--- config.mk ---
export PLATFORM = sky130hd
export DESIGN_NAME = lhs_seq
export DESIGN_NICKNAME = d
export VERILOG_FILES = /design/src/rtl/lhs_seq.sv
export SDC_FILE = /design/constraint.sdc
export NUM_CORES = 1
export LEC_CHECK = 0
export CAP_MARGIN = 20
export CORE_MARGIN = 2
export CORE_UTILIZATION = 43
export CTS_CLUSTER_SIZE = 10
export DETAILED_ROUTE_END_ITERATION = 10
export GPL_TIMING_DRIVEN = 0
export PLACE_DENSITY = 0.79
export SLEW_MARGIN = 15
export SYNTH_ARGS = -nofsm -noshare
export SYNTH_HDL_FRONTEND = slang
export SYNTH_SLANG_ARGS = --single-unit
--- constraint.sdc ---
create_clock -name clk -period 2.02 [get_ports clk]
set_input_delay 0.202 -clock clk [delete_from_list [all_inputs] [get_ports clk]]
set_output_delay 0.202 -clock clk [all_outputs]
set_load 0.01 [all_outputs]
--- src/rtl/lhs_seq.sv ---
// lhs_seq: multi-bit shift/rotate sequencer for the single-bit lhs unit.
//
// Takes a shift request (operand, dir, mode, count). It issues one lhs step
// per bit and feeds the unit's registered output and carry back into the
// work register. The final value and carry are presented with a one-cycle
// done strobe.
//
// Ports:
//   clk, reset          system clock, async active-high reset
//   start               request strobe, sampled only in IDLE
//   dir, mode, count    0=left/1=right; 00 lsl, 01 rcl, 10 rot, 11 asr; steps
//   operand, carry_flag value to shift, incoming carry
//   lhs_operation       01 left, 10 right, 00 when not stepping
//   lhs_in              working value presented to lhs
//   lhs_carry_in        fill bit for the current step
//   lhs_step            clock qualifier for the lhs unit
//   lhs_out             registered result of the lhs unit
//   lhs_carry_out       registered carry of the lhs unit
//   result, carry       final value/carry, held until the next accepted start
//   busy, done          not-idle flag, one-cycle completion strobe
//
// state   | meaning
// --------+-----------------------------------------------------------
// IDLE    | waiting for start
// ISSUE   | lhs_step high, lhs registers W on this edge
// CAPTURE | lhs output valid, fold it back into W/C, count down R
// DONE    | result/carry valid, done strobe
module lhs_seq #(
  parameter int WIDTH = 8,
  parameter int CW    = 4
) (
  input  logic             clk,
  input  logic             reset,
  input  logic             start,
  input  logic             dir,
  input  logic [1:0]       mode,
  input  logic [CW-1:0]    count,
  input  logic [WIDTH-1:0] operand,
  input  logic             carry_flag,
  output logic [1:0]       lhs_operation,
  output logic [WIDTH-1:0] lhs_in,
  output logic             lhs_carry_in,
  output logic             lhs_step,
  input  logic [WIDTH-1:0] lhs_out,
  input  logic             lhs_carry_out,
  output logic [WIDTH-1:0] result,
  output logic             carry,
  output logic             busy,
  output logic             done
);

  localparam logic [1:0] S_IDLE    = 2'd0;
  localparam logic [1:0] S_ISSUE   = 2'd1;
  localparam logic [1:0] S_CAPTURE = 2'd2;
  localparam logic [1:0] S_DONE    = 2'd3;

  logic [1:0]       state;
  logic [WIDTH-1:0] w;
  logic             c;
  logic [CW-1:0]    r;
  logic             dir_q;
  logic [1:0]       mode_q;

  // result/carry are loaded on the transition into DONE (not from W in DONE)
  // so they are already valid in the cycle done is high.
  always_ff @(posedge clk or posedge reset) begin
    if (reset) begin
      state  <= S_IDLE;
      w      <= '0;
      c      <= 1'b0;
      r      <= '0;
      dir_q  <= 1'b0;
      mode_q <= 2'b00;
      result <= '0;
      carry  <= 1'b0;
    end else begin
      case (state)
        S_IDLE: begin
          if (start) begin
            w      <= operand;
            c      <= carry_flag;
            r      <= count;
            dir_q  <= dir;
            mode_q <= mode;
            if (count == '0) begin
              result <= operand;
              carry  <= carry_flag;
              state  <= S_DONE;
            end else begin
              state  <= S_ISSUE;
            end
          end
        end
        S_ISSUE: begin
          state <= S_CAPTURE;
        end
        S_CAPTURE: begin
          w <= lhs_out;
          c <= lhs_carry_out;
          r <= r - 1'b1;
          if (r == CW'(1)) begin
            result <= lhs_out;
            carry  <= lhs_carry_out;
            state  <= S_DONE;
          end else begin
            state  <= S_ISSUE;
          end
        end
        default: begin
          state <= S_IDLE;
        end
      endcase
    end
  end

  // Fill bit for the next step, chosen from the latched mode and direction.
  always_comb begin
    lhs_carry_in = 1'b0;
    case (mode_q)
      2'b01:   lhs_carry_in = c;
      2'b10:   lhs_carry_in = dir_q ? w[0] : w[WIDTH-1];
      2'b11:   lhs_carry_in = dir_q ? w[WIDTH-1] : 1'b0;
      default: lhs_carry_in = 1'b0;
    endcase
  end

  assign lhs_step      = (state == S_ISSUE);
  assign lhs_operation = lhs_step ? (dir_q ? 2'b10 : 2'b01) : 2'b00;
  assign lhs_in        = w;
  assign busy          = (state != S_IDLE);
  assign done          = (state == S_DONE);

endmodule

==> flow_metrics.py <==
metrics = {
    "layout": {
        "final_nets": 195,
        "final_common_cell": "clkdlybuf4s50_1",
        "n_fill_cell": 262,
        "regArea_um2": 677,
        "syn_to_final_growth_pct": 45.5,
        "layout_common_cells": "clkdlybuf4s50_1 (50), dfrtp_1 (26), mux2_2 (24)",
        "n_antenna_cell": 0,
        "design_area_mm2": 0.00193,
        "drive_above_1_share": 0.213,
        "multi_input_area_um2": 602,
    },
    "clocking": {
        "ctsHoldBuffers": 0,
        "clk_latency_ns": 0.32,
        "clk_pin_slew_ns": 0.14,
        "ctsHtreeMaxLevel": 1,
        "clock-sinks": 27,
        "cts_buffers": 3,
        "cts_tree": "built",
        "clock_path_buffers": 2,
        "cts-root-buf": "clkbuf_4",
    },
    "power_and_ir_drop": {
        "intPower_mw": 1.79,
        "p_seq_frac": 0.372,
        "ir_drop_mv": 0.666,
        "finalPower_mw": 2.74,
        "swShare": 0.347,
        "clockPowerShare": 0.084,
        "cellLeakagePower_nw": 0.835,
        "p_comb_frac": 0.544,
        "p_switching_mw": 0.950,
        "powerDensity_mw_per_mm2": 1420,
    },
    "sta": {
        "max_slew_margin": 0.568,
        "tns_ns": 0,
        "rsz0062_at_grt": "no",
        "worst_pin_slew_ns": 0.648,
        "slew_violations": 0,
        "hold_viol_final": 0,
        "setup_violations": 0,
        "fmax_mhz": 524,
        "finClkSkew_ns": 0.000835,
        "period_needed_ns": 1.91,
        "finalCritPeriodShare": 0.945,
    },
    "synthesis": {
        "ys_seq_elements": 27,
        "ys.flop_type": "dfrtp_1",
        "ys_seq_area_frac": 0.510,
        "netlist_instances": 109,
        "synth_fp_nets": 139,
        "synth_edf_count": 0,
        "syn_area_mm2": 0.00133,
        "avgSynthCellArea_um2": 12.2,
        "synth.distinct_cells": 29,
        "yosysWarnings": 0,
        "async_flop_share": 1.00,
    },
    "worst_setup_path": {
        "crit_buf_inv": 2,
        "startpoint_type": "flip-flop",
        "crit_slowest_cell": "clkdlybuf4s50_1",
        "crit_type": "reg -> out",
        "path_cells": "buf_4 -> nor2b_2 -> nor2b_1 -> clkdlybuf4s50_1",
        "required_ns": 1.82,
        "cp_max_fo": 10,
        "crit_arrival_ns": 1.71,
        "slowest_delay_ns": 0.55,
        "setup.worst_path.end_class": "output port",
        "ff2ff_setup_slack_ns": 0.22,
        "path_delay_family": "buffers and inverters",
    },
    "placement": {
        "place_area_mm2": 0.00187,
        "io_buffers": 50,
        "place.gp.congestion": 0.795,
        "place_hpwl_um": 2240,
    },
    "drt": {
        "post-route-drc-count": 0,
        "detail-route-antenna-nets": 0,
        "wire_per_inst_um": 14.7,
        "first_iter_violations": 13,
        "viasPerCell": 5.17,
        "routed_wirelength_um": 2900,
        "dr.pass1.iters": 4,
        "num_vias": 1019,
    },
    "global_route": {
        "grt.total_usage": 0.178,
        "grt_max_degree": 28,
        "grt_pass1_wl_um": 4610,
        "antenna_found_initial": 0,
        "first_global_vias": 1008,
        "grt-ovfl-total": 0,
    },
    "floorplanning": {
        "start_util": 0.441,
        "ios": 51,
        "core_mm2": 0.00300,
        "fp.dieW_um": 59.5,
        "dieArea_mm2": 0.00354,
        "fp.dieH_um": 59.5,
        "rows": 20,
    },
    "run_status": {
        "outcome": "completed",
    },
    "flow_run": {
        "maxCapViolations": 0,
    },
    "worst_hold_path": {
        "hp-class": "in -> async",
    },
}
-- worst paths after layout --
check	from	end	depth (start not counted)
setup / recovery	state[0]	lhs_operation[0]	4
hold / removal	reset	lhs_in[1]	2
setup reg to reg	state[0]	result[2]	5
hold reg to reg	result[0]	result[0]	1
max in group asynchronous	reset	state[1]	3
min in group clk	mode[1]	mode_q[1]	2
-- metal layers --
layer | vias to the layer above | GRT usage | wire, um
met5 | - | 0 | 0
met4 | 0 | 0.0667 | 42
met3 | 4 | 0.0502 | 243
met2 | 39 | 0.309 | 1420
met1 | 482 | 0.209 | 1190
li1 | 494 | - | -
-- timing repair --
action                                  in CTS  in global routing
buffers inserted                             1                  0
endpoints found under the setup margin       2                  2
resized for setup                            0                  2
-- cells in the mapped netlist, drive strengths merged (3+ instances only) --
master  instances  share of area
a21oi           3          0.011
dfrtp          27           0.51
inv             9          0.025
mux2           24           0.20
mux2i           5          0.038
nand2           5          0.014
nor2            3         0.0085
nor2b           3          0.014
o21ai           3          0.011
o22a            4          0.026
-- power by group through the flow --
stage	sequential, mW	clock, mW	combinational (mW)
floorplan	1.06	0	0.760
global placement	0.994	0	1.46
detailed placement	1.02	0	1.50
CTS	1.02	0.237	1.50
global route	1.07	0.260	1.63
finish	1.02	0.230	1.49
-- sequential cells by signal, summed over array words and instances (netlist names) --
register,cells
lhs_in,8
state,2
result,8
r,4
dir_q,1
mode_q,2
carry,1
c,1
-- cell type report --
cell class              instances  share of cell area
multi-input cells              70               0.312
repair buffers                 52               0.278
well taps                      33              0.0214
clock buffers                   4              0.0136
plain buffers                   2             0.00649
flip-flops and latches         27               0.351
inverters                       9              0.0175
-- per-stage QoR --
stage / hold slack, ns / setup slack (ns) / util / cells
2_1_floorplan: 0.255 / 0.474 / - / 109
3_3_place_gp: 0.475 / 0.0117 / 0.622 / 192
3_5_place_dp: 0.500 / -0.00313 / 0.622 / 192
4_1_cts: 0.428 / 0.00819 / 0.632 / 196
5_1_grt: 0.137 / 0.00171 / 0.642 / 197
6_report: 0.120 / 0.111 / 0.642 / 197
-- cell families (layout without fill, tap and decap cells) --
kind of cell / count (synthesis) / in the layout / share of synthesized area
simple gates: 21 / 21 / 0.0897
mux: 29 / 29 / 0.242
compound gates: 17 / 17 / 0.0954
fa+ha+maj: 2 / 2 / 0.0189
xor+xnor: 1 / 1 / 0.00661
buf+inv: 12 / 67 / 0.0378
flops: 27 / 27 / 0.510
No activity file was read; power rests on OpenSTA's default activity.
